$ cat src/rtl/pipe_stage_skid.sv
// rtl/pipe_stage_skid.sv - valid/ready pipeline stage with 2-entry skid buffer and flush-to-bubble
// Optional saturating statistics counters: PIPE_STAGE_SKID_STATS_EN
module pipe_stage_skid #(
   parameter int               WIDTH      = 64,
   parameter logic [WIDTH-1:0] BUBBLE_VAL = '0,
   parameter int               CNT_W      = 16
) (
   input  logic             CLK,
   input  logic             nRST,
   input  logic             flush,
   input  logic             in_valid,
   output logic             in_ready,
   input  logic [WIDTH-1:0] in_data,
   output logic             out_valid,
   input  logic             out_ready,
   output logic [WIDTH-1:0] out_data,
   output logic [1:0]       occupancy,
   output logic [CNT_W-1:0] stall_cycles,
   output logic [CNT_W-1:0] flush_drops
);

   // Encoding doubles as the occupancy count.
   typedef enum logic [1:0] {
      EMPTY = 2'd0,
      BUSY  = 2'd1,
      FULL  = 2'd2
   } state_t;

   state_t           state;
   logic [WIDTH-1:0] main_q;
   logic [WIDTH-1:0] skid_q;
   logic             acc;
   logic             take;

   assign in_ready  = (state != FULL);
   assign out_valid = (state != EMPTY);
   assign out_data  = main_q;
   assign occupancy = state;

   assign acc  = in_valid & in_ready;
   assign take = out_valid & out_ready;

   always_ff @(posedge CLK or negedge nRST) begin
      if (!nRST) begin
         state  <= EMPTY;
         main_q <= BUBBLE_VAL;
         skid_q <= BUBBLE_VAL;
      end else if (flush) begin
         state  <= EMPTY;
         main_q <= BUBBLE_VAL;
         skid_q <= BUBBLE_VAL;
      end else begin
         case (state)
            EMPTY: begin
               if (acc) begin
                  state  <= BUSY;
                  main_q <= in_data;
               end
            end
            BUSY: begin
               if (acc && take) begin
                  main_q <= in_data;
               end else if (acc) begin
                  state  <= FULL;
                  skid_q <= in_data;
               end else if (take) begin
                  state  <= EMPTY;
                  main_q <= BUBBLE_VAL;
               end
            end
            FULL: begin
               if (take) begin
                  state  <= BUSY;
                  main_q <= skid_q;
                  skid_q <= BUBBLE_VAL;
               end
            end
            default: begin
               state  <= EMPTY;
               main_q <= BUBBLE_VAL;
               skid_q <= BUBBLE_VAL;
            end
         endcase
      end
   end

`ifdef PIPE_STAGE_SKID_STATS_EN
   logic [CNT_W-1:0] stall_q;
   logic [CNT_W-1:0] drops_q;
   logic [1:0]       drop_n;
   logic [CNT_W+1:0] drop_sum;

   // A take in the flush cycle still delivers the head; an acc is lost with the rest.
   always_comb begin
      drop_n   = occupancy - {1'b0, take} + {1'b0, acc};
      drop_sum = {2'b00, drops_q} + {{CNT_W{1'b0}}, drop_n};
   end

   always_ff @(posedge CLK or negedge nRST) begin
      if (!nRST) begin
         stall_q <= '0;
         drops_q <= '0;
      end else begin
         if (out_valid && !out_ready && (stall_q != {CNT_W{1'b1}}))
            stall_q <= stall_q + CNT_W'(1);
         if (flush)
            drops_q <= (drop_sum > {2'b00, {CNT_W{1'b1}}}) ? {CNT_W{1'b1}} : drop_sum[CNT_W-1:0];
      end
   end

   assign stall_cycles = stall_q;
   assign flush_drops  = drops_q;
`else
   assign stall_cycles = '0;
   assign flush_drops  = '0;
`endif

endmodule
$ cat config.mk
export PLATFORM = sky130hd
export DESIGN_NAME = pipe_stage_skid
export DESIGN_NICKNAME = d
export VERILOG_FILES = /design/src/rtl/pipe_stage_skid.sv
export SDC_FILE = /design/constraint.sdc
export NUM_CORES = 1
export LEC_CHECK = 0
export CORE_UTILIZATION = 45
export CTS_CLUSTER_SIZE = 14
export DETAILED_ROUTE_END_ITERATION = 8
export PLACE_DENSITY_LB_ADDON = 0.2
export SKIP_CTS_REPAIR_TIMING = 1
export SLEW_MARGIN = 25
export SYNTH_ARGS = -nofsm -noshare
export SYNTH_HDL_FRONTEND = slang
export SYNTH_SLANG_ARGS = --single-unit
$ cat constraint.sdc
create_clock -name CLK -period 2.5 [get_ports CLK]
set_clock_uncertainty 0.05 [all_clocks]
set_input_delay 0.75 -clock CLK [delete_from_list [all_inputs] [get_ports CLK]]
set_output_delay 0.75 -clock CLK [all_outputs]
set_load 0.01 [all_outputs]
# ---- Word level (Yosys, flattened, before mapping)
# Cells that the tools add are included.
dict set report op_classes {
  n_mux 17
  eq_ne 11
  n_bitwise 2
  n_reduce_logical 6
}
# operator count
set ops {}
lappend ops {{$mux W64} 8}
lappend ops {{$pmux W64 S3} 2}
lappend ops {{$mux W2} 6}
lappend ops {{$ne A3 B3 Y1 const B} 4}
lappend ops {{$ne A4 B4 Y1 const B} 3}
lappend ops {{$reduce_and A4 Y1} 3}
lappend ops {{$pmux W2 S3} 1}
lappend ops {{$ne A2 B2 Y1 const B} 2}
lappend ops {{$and A1 B1 Y1} 2}
lappend ops {{$eq A2 B1 Y1 const B} 1}
lappend ops {{$eq A2 B2 Y1 const B} 1}
lappend ops {{$logic_not A2 Y1} 1}
lappend ops {{$reduce_bool A2 Y1} 1}
lappend ops {{$logic_and A1 B1 Y1} 1}
dict set report totals {
  reg_bits 130
  output_inout_bits 100
  input_bits 69
}

# ---- Logic depth before layout (Yosys ltp)
# Gate-level depths: netlist (run 1).
dict set report logic_depth {
  word_depth 7
  mapped_depth 7
  depth_no_buf 4
}

# ---- Worst setup path before layout (run 1)
# Ideal clock, no wire load.
dict set report synth_timing {
  path_type {register to output}
  from {reg state[0], in the netlist occupancy[0]}
  to {out out_valid}
  path_buffers 3
  t_required_ps 1700
  setup_slack_ps 503
  stages_incl_launch_ff 5
  t_arrival_ps 1197
  cell_sequence {dfrtp_1 > buf_2 > buf_2 > clkbuf_1 > or2_1}
}
dict set report synth_between {
  elab_chain_len 1
}
# element line
set synth_rtl {}
lappend synth_rtl {{from (decl)} 29} ;# state_t state;
lappend synth_rtl {{from (signal assigned)} 45} ;# state <= EMPTY;
lappend synth_rtl {{from (signal assigned)} 49} ;# state <= EMPTY;
lappend synth_rtl {{from (signal assigned)} 56} ;# state <= BUSY;
lappend synth_rtl {{$reduce_bool A2 Y1} 36} ;# assign out_valid = (state != EMPTY);
lappend synth_rtl {{to (decl)} 14} ;# output logic out_valid,
# Every way passes these cells.

# ---- Worst setup path in the final report (run 1)
dict set report layout_timing {
  from {reg state[1], in the netlist occupancy[1]}
  to {out in_ready}
}
dict set report layout_between {
  elab_chain_len 1
}
# element line
set layout_rtl {}
lappend layout_rtl {{$ne A2 B2 Y1} 35} ;# assign in_ready = (state != FULL);
lappend layout_rtl {{to (decl)} 12} ;# output logic in_ready,
# Every way passes these cells.

==> results by group, run 1 <==
Floorplanning
  • DIE WIDTH: 125.7 microns
  • Std cell rows: 44
  • Core box area: 14750 sq um
  • DIE AREA: 15800 sq um
  • Starting density of the core: 46.68%
  • Die H: 125.7 microns
  • Top-Level Pins: 169

Pwr
  • Sw frac: 25.42%
  • Switching Power: 1.507 mW
  • Clock power share: 43.1%
  • Peak supply drop: 0.5255 mV
  • Leak: 3.844 nW
  • PD cells: 661.5 nW/um^2
  • Internal: 4.422 mW
  • Flop pwr share: 39.4%
  • Tot Pwr: 5.929 mW
  • Logic pwr share: 17.5%

Layout
  • Register area: 3261 sq um
  • Layout cell share with drive strength beyond 1: 8.541%
  • Design area: 8962 sq um
  • Area Overhead vs Synth: 30.14%
  • Commonest cells after routing, fill and taps aside: clkdlybuf4s50_1, mux2i_1, dfrtp_1
  • Area used by multi-input combinational logic: 2937 sq um
  • Most common cell after layout, fill and taps aside: clkdlybuf4s50_1
  • Final #Nets: 817
  • Fill cells: 1202
  • N_diodes: 0

Timing
  • Worst rel slew slack: 59.60%
  • Setup violators final: 0
  • Period utilization: 97.07%
  • Worst-Margin Slew: 606.0 ps
  • Unrepaired setup endpoints after global routing: false
  • Hold Fails Final Rpt: 0
  • Fmax: 412.1 MHz
  • Min Tclk post-route: 2427 ps
  • Fin. max-slew vios: 0

Worst setup path
  • Crit-path leading delay family: buffers and inverters
  • Worst Path Max Fanout: 6
  • CP Cell Sequence: nand2b_1, clkdlybuf4s50_1
  • CP arrival: 1630 ps
  • Worst-path cell with the longest stage delay: clkdlybuf4s50_1
  • Setup Crit Path Kind: register to output port
  • Critical path buffer and inverter count: 1
  • Critical Path RT: 1700 ps
  • Worst Setup Start Kind: register
  • Critical path's largest stage delay: 580 ps
  • Critical Path End Type: output port
  • Minimum setup slack among reg-to-reg paths: 200 ps

Global route
  • Initial antenna violation count: 0
  • First-pass GRT wire length: 27610 microns
  • Largest net degree at the start of global routing: 48
  • Vias in the first global route: 5256
  • GRT Util Overall: 22.29%
  • Total gr overflow: 0

Routing
  • Routed wire per std cell: 17.74 microns
  • DR vias: 5095
  • DRT iter0 DRCs: 217
  • Final wirelength: 16770 microns
  • Drt pass-1 iters: 4
  • Number of remaining DRC errors: 0
  • Routed vias/inst: 5.392
  • Antenna-violating nets left: 0

Place
  • Hpwl dp: 11090 microns
  • Dpl cell area: 8314 sq um
  • Number of port buffers: 136
  • RePlAce Congestion: 0.7526

Hold path
  • Worst hold path class: input port to async pin

CTS
  • Worst-path clk slew: 60 ps
  • CTS tree: yes
  • TritonCTS Buffers: 17
  • H-Tree Depth: 4
  • Root Driver: clkbuf_16
  • Longest Clk Path Bufs: 2
  • Clock Latency Late Sink: 420 ps
  • # clock sinks: 130

Yosys
  • Seq cells post-synth: 130
  • Post-Synthesis Cells: 618
  • Synth Warn #: 0
  • Sequential area share after synthesis: 47.24%
  • Synthesized cell area: 6887 sq um
  • Synthesized area per cell: 11.14 sq um
  • Netlist cell types: 24

Run
  • Max Cap Violations: 0

Run status
  • Status: completed
==> Yosys cell counts <==
cell       number  area [sq um]
nor2b_1         2         12.51
buf_2          19         95.09
mux2i_1       129          1291
nand2b_1        1         6.260
conb_1          1         3.750
buf_6          13         146.4
a2bb2oi_2       1         15.01
buf_4          43         322.8
o22a_1          1         8.760
and2b_1         1         7.510
a21oi_1         1         5.000
nor2_2          1         6.260
a22o_1         65         569.3
a21boi_1        1         7.510
nor2_4          1         11.26
or3b_1          1         8.760
nor2_1          5         18.77
or2_1           1         6.260
inv_1          64         240.2
clkbuf_1        6         22.52
nor2_8          1         20.02
dfrtp_1       130          3253
o2bb2ai_1      64         560.5
nand2_1        66         247.7
==> worst reg2reg max path, stage by stage, from the launching register on <==
cell,delay (ps)
dfrtp_4,430
buf_4,170
buf_4,460
and2b_1,280
nor2b_4,190
buf_4,360
nand2_1,120
mux2i_1,150
==> cell families after synthesis <==
| family | share of synthesized area (%) |
|---|---|
| flops | 47.24 |
| compound gates | 16.93 |
| simple gates | 5.015 |
| buf+inv | 12.01 |
| mux | 18.75 |
| other cells | 0.05445 |
==> registers in the layout, indices dropped and copies added, names as in the netlist <==
name,count
out_data,64
skid_q,64
occupancy,2
==> power by group through the flow <==
stage | clock [mW] | sequential [mW] | combinational, mW
floorplan | 0 | 2.39 | 0.545
global route | 2.71 | 2.35 | 1.12
global placement | 0 | 2.37 | 1.01
detailed placement | 0 | 2.38 | 1.03
CTS | 2.60 | 2.34 | 1.04
finish | 2.55 | 2.34 | 1.04
==> through the flow <==
step / utilization [%] / std cells / hold WS [ps] / setup WS [ps] / TNS [ps]
floorplan: - / 649 / 404.4 / 502.6 / 0
global placement: 56.35 / 910 / 436.8 / 150.5 / 0
detailed placement: 56.35 / 910 / 440.7 / 58.59 / 0
CTS: 60.56 / 942 / 229.4 / -101.0 / -186.8
global route: 60.74 / 945 / 249.1 / 35.27 / 0
finish: 60.74 / 945 / 232.8 / 73.33 / 0
==> layout make-up <==
type / instances / share of cell area [%]
multi-input combinational: 374 / 32.77
clock inverter: 7 / 1.061
sequential: 130 / 36.38
inverter: 64 / 2.680
timing repair buffer: 161 / 18.68
tap: 184 / 2.569
clock buffer: 25 / 5.863
==> per-layer routing <==
layer	wire length (microns)	GRT usage, %
met5	0	0
met4	183	7.389
met3	771	5.268
met1	7469	28.15
met2	8340	37.61
==> worst paths after layout <==
path	start	endpoint	cells past startpoint
min reg2reg	out_data[26]	out_data[26]	1
max reg2reg	occupancy[0]	skid_q[44]	7
min in group CLK	out_data[26]	out_data[26]	1
min	nRST	out_data[24]	1
max in group asynchronous	nRST	out_data[14]	2
max	occupancy[1]	in_ready	2
(Power assumes the default switching activity.)
==> inputs of run 2 (changes only) <==
--- a/config.mk
+++ b/config.mk
@@ -10,6 +10,7 @@
 export DETAILED_ROUTE_END_ITERATION = 8
 export PLACE_DENSITY_LB_ADDON = 0.2
 export SKIP_CTS_REPAIR_TIMING = 1
+export SKIP_LAST_GASP = 1
 export SLEW_MARGIN = 25
 export SYNTH_ARGS = -nofsm -noshare
 export SYNTH_HDL_FRONTEND = slang
==> results of run 2 <==
Final layout, timing and power as in run 1 (identical DEF).
==> inputs of run 3 (changes only) <==
==> constraint.sdc (replaced) <==
create_clock -name CLK -period 2.2 [get_ports CLK]
set_clock_uncertainty 0.05 [all_clocks]
set_input_delay 0.66 -clock CLK [delete_from_list [all_inputs] [get_ports CLK]]
set_output_delay 0.66 -clock CLK [all_outputs]
set_load 0.01 [all_outputs]
==> results by group, run 3 (same netlist as run 1, synthesis figures left out) <==
Run status
  • Status: completed

Floorplanning
  • Core box area: 14750 sq um
  • Starting density of the core: 46.68%
  • DIE AREA: 15800 sq um
  • DIE WIDTH: 125.7 microns
  • Die H: 125.7 microns
  • Top-Level Pins: 169
  • Std cell rows: 44

Timing
  • Fin. max-slew vios: 0
  • Final TNS setup: 0 ps
  • Hold Fails Final Rpt: 0
  • Setup violators final: 0
  • Min Tclk post-route: 2136 ps
  • Hold_ws: 79.52 ps
  • Period utilization: 97.10%
  • Unrepaired setup endpoints after global routing: false
  • Fmax: 468.1 MHz

CTS
  • CTS tree: yes
  • # clock sinks: 130
  • Longest Clk Path Bufs: 2
  • Root Driver: clkbuf_16
  • Clock Latency Late Sink: 410 ps
  • H-Tree Depth: 4
  • TritonCTS Buffers: 17
  • Worst-path clk slew: 60 ps

Worst setup path
  • Critical Path End Type: output port
  • Worst-path cell with the longest stage delay: dfrtp_4
  • CP Cell Sequence: clkdlybuf4s50_1
  • Reg2reg start: occupancy[1]
  • Worst R2R Path Depth: 6
  • Setup Crit Path Kind: register to output port
  • CP arrival: 1430 ps
  • FF-to-FF End: out_data[24]
  • Critical path buffer and inverter count: 1
  • Worst Setup Start Kind: register
  • Crit-path leading delay family: flip-flops
  • Worst Path Max Fanout: 6
  • Critical path's largest stage delay: 520 ps
  • Worst setup path end: occupancy[1]
  • Crit. Startpoint: occupancy[1]
  • WP depth: 1
  • Critical Path RT: 1490 ps
  • Minimum setup slack among reg-to-reg paths: 170 ps

Pwr
  • Flop pwr share: 39.2%
  • Clock power share: 43.1%
  • Logic pwr share: 17.6%
  • Sw frac: 25.28%
  • Leak: 3.856 nW
  • Internal: 5.057 mW
  • Switching Power: 1.711 mW
  • PD cells: 749.6 nW/um^2
  • Peak supply drop: 0.5558 mV

Routing
  • Final wirelength: 16480 microns
  • Antenna-violating nets left: 0
  • Routed vias/inst: 5.301
  • DRT iter0 DRCs: 236
  • Routed wire per std cell: 17.42 microns
  • DR vias: 5015
  • Number of remaining DRC errors: 0
  • Drt pass-1 iters: 4

Layout
  • Area Overhead vs Synth: 31.09%
  • Most common cell after layout, fill and taps aside: clkdlybuf4s50_1
  • Layout cell share with drive strength beyond 1: 8.530%
  • Commonest cells after routing, fill and taps aside: clkdlybuf4s50_1, mux2i_1, dfrtp_1
  • N_diodes: 0
  • Fill cells: 1215
  • Final #Nets: 818

Hold path
  • Worst hold path class: input port to async pin

Global route
  • First-pass GRT wire length: 27140 microns
  • Vias in the first global route: 5229
  • GRT Util Overall: 22.00%
  • Total gr overflow: 0
  • Largest net degree at the start of global routing: 48
  • Initial antenna violation count: 0

Place
  • Hpwl dp: 10940 microns
  • RePlAce Congestion: 0.7926
  • Number of port buffers: 136

Run
  • Max Cap Violations: 0
-- run 3: cell types whose count changed in the layout (fill, tap and decap cells not counted), sizes merged --
cell,before,now
bufinv,2,3
clkinvlp,1,3
dlymetal6s2s,1,2
clkdlybuf4s50,134,133
clkinv,4,3
clkbuf,25,23
buf,26,27
-- run 3: routing by layer --
metal,up-vias,GRT usage (%),part of all wire [%]
met3,11,5.692,5.2
met5,-,0,0
met4,0,6.743,1.1
met1,2489,28.50,45
met2,149,36.14,49
li1,2366,-,-
-- run 3: stage by stage --
step | utilization, % | instances | worst slack, ps | power, mW | area, sq um
global placement | 56.98 | 914 | -63.49 | 3.871 | 8407
detailed placement | 56.98 | 914 | -133.3 | 3.898 | 8407
finish | 61.19 | 946 | 63.78 | 6.767 | 9027
floorplan | - | 649 | 292.6 | 3.337 | 7003
CTS | 61.15 | 946 | -225.4 | 6.826 | 9022
global route | 61.19 | 946 | 17.79 | 7.043 | 9027
-- run 3: worst min-delay path by stage --
stage | from | end | slack, ps | cells after the start
floorplan | nRST | occupancy[0] | 310 | 0
global placement | out_data[26] | out_data[26] | 440 | 1
detailed placement | out_data[40] | out_data[40] | 440 | 1
CTS | nRST | skid_q[23] | 80 | 1
global route | nRST | skid_q[24] | 90 | 1
finish | nRST | skid_q[23] | 80 | 1
-- run 3: power groups by stage --
stage	registers, mW	logic, mW	clock network (mW)
5_1_grt	2.68	1.29	3.08
2_1_floorplan	2.72	0.620	0
6_report	2.66	1.19	2.92
3_5_place_dp	2.70	1.20	0
3_3_place_gp	2.69	1.18	0
4_1_cts	2.66	1.21	2.96
-- run 3: cell type report --
class	instances	area, sq um	area share, %
clock buffers	23	488.0	5.405
clock inverters	9	127.6	1.414
inverters	64	240.2	2.661
multi-input cells	374	2937	32.53
flip-flops and latches	130	3258	36.09
well taps	184	230.2	2.550
repair buffers	162	1747	19.35
==> RTL edit 1: new RTL, config.mk and constraints of run 1 <==
Change the parameter `CNT_W` from 16 to 14.
--- a/src/rtl/pipe_stage_skid.sv
+++ b/src/rtl/pipe_stage_skid.sv
@@ -4,5 +4,5 @@
    parameter int               WIDTH      = 64,
    parameter logic [WIDTH-1:0] BUBBLE_VAL = '0,
-   parameter int               CNT_W      = 16
+   parameter int               CNT_W      = 14
 ) (
    input  logic             CLK,
Ports: changed (resized flush_drops and stall_cycles); port bits go from 169 to 165. The function was not compared with the original's and may differ.
==> RTL edit 1 against run 1 <==
The run now ends with DRC left; count of clock-buffer cells in the layout up 1; sequential cell count unchanged; non-clock buffer count down 2; register-to-register slack better by 210 ps; core utilization down 0.14 points; total power down 1.0%; area after synthesis down 0.44%; design area down 0.60%; die area down 0.43%; wire length down 3.3%; worst setup slack worse by 27 ps.
==> RTL edit 1: results (changes against run 1) <==
- Met3 track demand over resource: 0.0484 (was 0.0527)
- Worst slew margin relative to its limit: 0.607 (was 0.596)
- Worst slack, placed: 11.9 ps (was 58.6 ps)
- Met1 demand-to-capacity share in global routing: 0.274 (was 0.282)
- Fraction of final layout cells with drive strength greater than 1: 0.0756 (was 0.0854)
- Total of warnings raised by yosys: 0 (unchanged)
- Path type of the worst min-delay path: input pin to async pin (unchanged)
- HPWL after DPL: 10400 um (was 11100 um)
- Latest clock arrival within the worst-skew pair: 420 ps (about the same)
- Number of nets in the layout: 811 (was 817)
- Slowest cell delay on critical path: 520 ps (was 580 ps)
- Clock buffer count from CTS: 17 (unchanged)
- Top cells by count, synth: sky130_fd_sc_hd__dfrtp_1 (130), sky130_fd_sc_hd__mux2i_1 (129), sky130_fd_sc_hd__nand2_1 (66), sky130_fd_sc_hd__a22o_1 (65) (unchanged)
- Global-route track usage on met2: 0.372 (was 0.376)
- Outcome: finished with violations (was complete, no violations)
- Share of flip-flops with an asynchronous set or reset after synthesis: 1.00 (unchanged)
- Maximum number of pins on one net before global-route repair: 49 (was 48)
- Main area contributors after synthesis: sky130_fd_sc_hd__dfrtp_1 (47%), sky130_fd_sc_hd__mux2i_1 (19%), sky130_fd_sc_hd__a22o_1 (8.3%), sky130_fd_sc_hd__o2bb2ai_1 (8.2%), sky130_fd_sc_hd__buf_4 (4.3%) (was sky130_fd_sc_hd__dfrtp_1 (47%), sky130_fd_sc_hd__mux2i_1 (19%), sky130_fd_sc_hd__a22o_1 (8.3%), sky130_fd_sc_hd__o2bb2ai_1 (8.1%), sky130_fd_sc_hd__buf_4 (4.7%))
- Iteration-0 DRC count of the detailed router: 319 (was 217)
- Clock-pin slew on the worst setup and hold paths: 50 ps
- Max Root-Sink Buffers: 2 (unchanged)
- Predominant post-synthesis flop cell: sky130_fd_sc_hd__dfrtp_1 (unchanged)
- Cell variety after synth: 24 (unchanged)
- Critical path fanouts, max: 5 (was 6)
- Initial antenna violation count: 0 (unchanged)
- Worst vdd ir: 450 uV (was 526 uV)
- H-tree depth: 4 (unchanged)
- Clock Tree Root: sky130_fd_sc_hd__clkbuf_16 (unchanged)
- Violated checks: DRC
- Number of global-route vias before repair: 5215 (was 5256)
- Antenna diode count: 0 (unchanged)
- Share of synthesized area occupied by flip-flops and latches: 0.474 (was 0.472)
- Port Buffers: 136 (unchanged)
- Global-route wire length before repair: 26800 um (was 27600 um)
- Number of fillers in the final layout: 1177 (was 1202)
- CP Data Arrival Time: 1650 ps (was 1630 ps)
- Slowest stage cell on the critical path: sky130_fd_sc_hd__clkdlybuf4s50_1 (unchanged)
- Number of design rule violations left after detail routing: 10 (was 0)
- Static leakage: 3.79 nW (was 3.84 nW)
- Routability congestion estimate: 0.796 (was 0.753)
- Global-route total usage across every layer: 0.220 (was 0.223)
- Overall via count from detail_route: 5050 (was 5095)
- Total length of routed wires: 16200 um (was 16800 um)
- DRT Pass-1 Iters: 7 (was 4)
[RTL edit 1: final timing paths]
kind,endpoint,cells past startpoint,slack (ps),from
worst max-delay path,out_valid,2,50,occupancy[1]
worst min-delay path,skid_q[26],1,190,nRST
worst max register to register,out_data[22],5,410,occupancy[1]
worst min register to register,out_data[28],1,450,out_data[28]
max in group asynchronous,skid_q[37],2,1560,nRST
min in group CLK,out_data[28],1,450,out_data[28]
[RTL edit 1: cell type report]
cell class,instances,area (um^2),area share
clock buffers,26,489,0.0549
clock inverters,5,100,0.0112
inverters,64,240,0.0270
multi-input cells,370,2920,0.328
flip-flops and latches,130,3260,0.366
well taps,184,230,0.0258
repair buffers,159,1670,0.187
[RTL edit 1: cell families (layout without fill, tap and decap cells)]
logic type / Yosys count / count (layout) / share of synthesized area
other: 1 / 28 / 0.000547
DFF: 130 / 130 / 0.474
buffers and inverters: 141 / 254 / 0.116
and+or+nand+nor: 80 / 80 / 0.0504
AOI/OAI and AO/OA: 133 / 133 / 0.170
muxes: 129 / 129 / 0.188
[RTL edit 1: routing by layer]
metal | vias to the layer above | part of all wire
li1 | 2367 | -
met2 | 149 | 0.49
met3 | 18 | 0.050
met4 | 0 | 0.013
met1 | 2516 | 0.45
met5 | - | 0
[RTL edit 1: critical path, delay by kind of cell, from the launching register on]
family        cells  cell delay (ps)
buf+inv           1              520
simple gates      1              220
flops             1              490
[RTL edit 1: where the power goes]
group	switching, mW	total, mW	internal [mW]
clock	0.864	2.50	1.64
sequential	0.0864	2.34	2.25
combinational	0.512	1.03	0.519
total	1.46	5.87	4.41
[RTL edit 1: stage by stage]
step | area, um^2 | utilization | std cells | hold slack (ps) | power, mW
final | 8910 | 0.606 | 938 | 191 | 5.87
after global routing | 8910 | 0.606 | 938 | 195 | 6.10
after CTS | 8910 | 0.606 | 938 | 190 | 5.92
after detailed placement | 8320 | 0.566 | 907 | 443 | 3.41
after global placement | 8320 | 0.566 | 907 | 437 | 3.38
after floorplan | 6960 | - | 641 | 404 | 2.93
==> RTL edit 2: new RTL, settings of run 1 <==
Made on the original files. The option `PIPE_STAGE_SKID_STATS_EN` is turned on by a define.
--- a/src/rtl/pipe_stage_skid.sv
+++ b/src/rtl/pipe_stage_skid.sv
@@ -1,4 +1,6 @@
 // rtl/pipe_stage_skid.sv - valid/ready pipeline stage with 2-entry skid buffer and flush-to-bubble
 // Optional saturating statistics counters: PIPE_STAGE_SKID_STATS_EN
+`define PIPE_STAGE_SKID_STATS_EN
+
 module pipe_stage_skid #(
    parameter int               WIDTH      = 64,
Formal check against the unedited RTL: not equivalent (a bounded check fails within 4 cycles, from zero or initial values and one cycle with nRST low).
==> RTL edit 2 against run 1 <==
The run now ends with setup timing left; combinational power grew 84%; worst setup slack lost 550 ps; sequential cell count grew 32; final cell count grew 16%; register-to-register slack lost 680 ps; count of clock-buffer cells in the layout shrank 5; clock power shrank 4%; core utilization grew 4.0 points; area after synthesis grew 11%; design area grew 20%; total power grew 27%; wire length grew 24%; critical path depth grew 11; critical endpoint is now flush_drops[11].
==> RTL edit 2: results (changes against run 1) <==
- Share of synthesized area spent on multiplexers: 0.138 (was 0.188)
- Slowest cell delay on critical path: 540 ps (was 580 ps)
- Cell Area, Placed: 9900 um^2 (was 8310 um^2)
- Global-route total usage across every layer: 0.243 (was 0.223)
- Placed cell count: 1059 (was 910)
- Number of global-route vias before repair: 6587 (was 5256)
- Port Buffers: 168 (was 136)
- Share of synthesized area occupied by flip-flops and latches: 0.530 (was 0.472)
- Layout-stage area growth over the synthesis result: 40.5% (was 30.1%)
- Number of fillers in the final layout: 1310 (was 1202)
- Initial antenna violation count: 1 (was 0)
- Critical path fanouts, max: 4 (was 6)
- Violated checks: setup timing
- Outcome: finished with violations (was complete, no violations)
- Total length of routed wires: 20800 um (was 16800 um)
- Xor and xnor area share after synthesis: 0.0172 (was 0)
- Cell family contributing the most delay on the critical path: simple AND/OR/NAND/NOR gates (was buffers and inverters)
- Syn Area/Cell: 11.2 um^2 (was 11.1 um^2)
- Compound-gate portion of the synthesized area: 0.148 (was 0.169)
- Static leakage: 4.75 nW (was 3.84 nW)
- Smallest setup slack after layout: -480 ps (was 73.3 ps)
- Cell variety after synth: 48 (was 24)
- Overall via count from detail_route: 6344 (was 5095)
- Setup TNS after final layout: -7600 ps (was 0 ps)
- Global-route wire length before repair: 33600 um (was 27600 um)
- Clock buffer count from CTS: 17 (unchanged)
- Sw frac: 0.296 (was 0.254)
- Average wire per cell in the routed design: 18.9 um (was 17.7 um)
- Number of nets in the layout: 942 (was 817)
- HPWL after DPL: 13400 um (was 11100 um)
- Total of warnings raised by yosys: 0 (unchanged)
- Count of endpoints failing setup in the final report: 55 (was 0)
- Worst vdd ir: 531 uV (was 526 uV)
- Fraction of final layout cells with drive strength greater than 1: 0.201 (was 0.0854)
- Worst Reg2Reg Path Length in Cells: 13 (was 7)
- Maximum number of pins on one net before global-route repair: 67 (was 48)
- Iteration-0 DRC count of the detailed router: 373 (was 217)
- Smallest hold slack: 169 ps (was 233 ps)
- Top cells by count, synth: sky130_fd_sc_hd__dfrtp_1 (162), sky130_fd_sc_hd__nor2_1 (77), sky130_fd_sc_hd__a32oi_1 (65), sky130_fd_sc_hd__mux2_2 (59), sky130_fd_sc_hd__nand2_1 (45) (was sky130_fd_sc_hd__dfrtp_1 (130), sky130_fd_sc_hd__mux2i_1 (129), sky130_fd_sc_hd__nand2_1 (66), sky130_fd_sc_hd__a22o_1 (65))
- Slowest stage cell on the critical path: sky130_fd_sc_hd__or4b_4 (was sky130_fd_sc_hd__clkdlybuf4s50_1)
- Worst slew margin relative to its limit: 0.483 (was 0.596)
- Post-synthesis adder-cell area fraction: 0.0124 (was 0)
- CP Data Arrival Time: 3290 ps (was 1630 ps)
## RTL edit 2: cell families after synthesis
family	after synthesis
AOI/OAI and AO/OA	138
buffers and inverters	90
xor gates and xnor gates	15
DFF	162
and+or+nand+nor	175
adders and majority gates	7
muxes	97
## RTL edit 2: cell type report
class / instances / area (um^2) / share of cell area
repair buffers: 216 / 2280 / 0.212
diodes: 1 / 2.50 / 0.000233
well taps: 220 / 275 / 0.0256
flip-flops and latches: 162 / 4060 / 0.378
inverters: 37 / 141 / 0.0132
clock buffers: 20 / 457 / 0.0425
multi-input cells: 432 / 3430 / 0.319
clock inverters: 12 / 98.8 / 0.00920
## RTL edit 2: worst max path at each step
stage | startpoint | endpoint | slack [ps] | cells after the start
final | occupancy[0] | flush_drops[11] | -480 | 13
after global routing | occupancy[0] | flush_drops[11] | -580 | 13
after CTS | out_ready | flush_drops[13] | -660 | 12
after detailed placement | out_ready | flush_drops[13] | -1110 | 12
after global placement | out_ready | flush_drops[13] | -1010 | 12
after floorplan | occupancy[1] | flush_drops[13] | -650 | 16
## RTL edit 2: metal layers
| metal | GRT usage | vias up | part of all wire |
|---|---|---|---|
| met3 | 0.0600 | 26 | 0.070 |
| met1 | 0.300 | 3210 | 0.42 |
| met4 | 0.0958 | 0 | 0.015 |
| met2 | 0.409 | 247 | 0.50 |
| li1 | - | 2861 | - |
| met5 | 0 | - | 0 |
## RTL edit 2: power groups by stage
stage / registers, mW / clock network [mW] / logic [mW]
6_report: 3.13 / 2.46 / 1.91
5_1_grt: 3.17 / 2.63 / 2.06
4_1_cts: 3.13 / 2.52 / 1.83
3_5_place_dp: 3.17 / 0 / 1.81
3_3_place_gp: 3.15 / 0 / 1.76
2_1_floorplan: 3.22 / 0 / 0.821
## RTL edit 2: per-stage QoR
| stage | worst slack [ps] | util |
|---|---|---|
| 2_1_floorplan | -650 | - |
| 3_3_place_gp | -1010 | 0.597 |
| 3_5_place_dp | -1110 | 0.597 |
| 4_1_cts | -660 | 0.631 |
| 5_1_grt | -579 | 0.648 |
| 6_report | -480 | 0.648 |
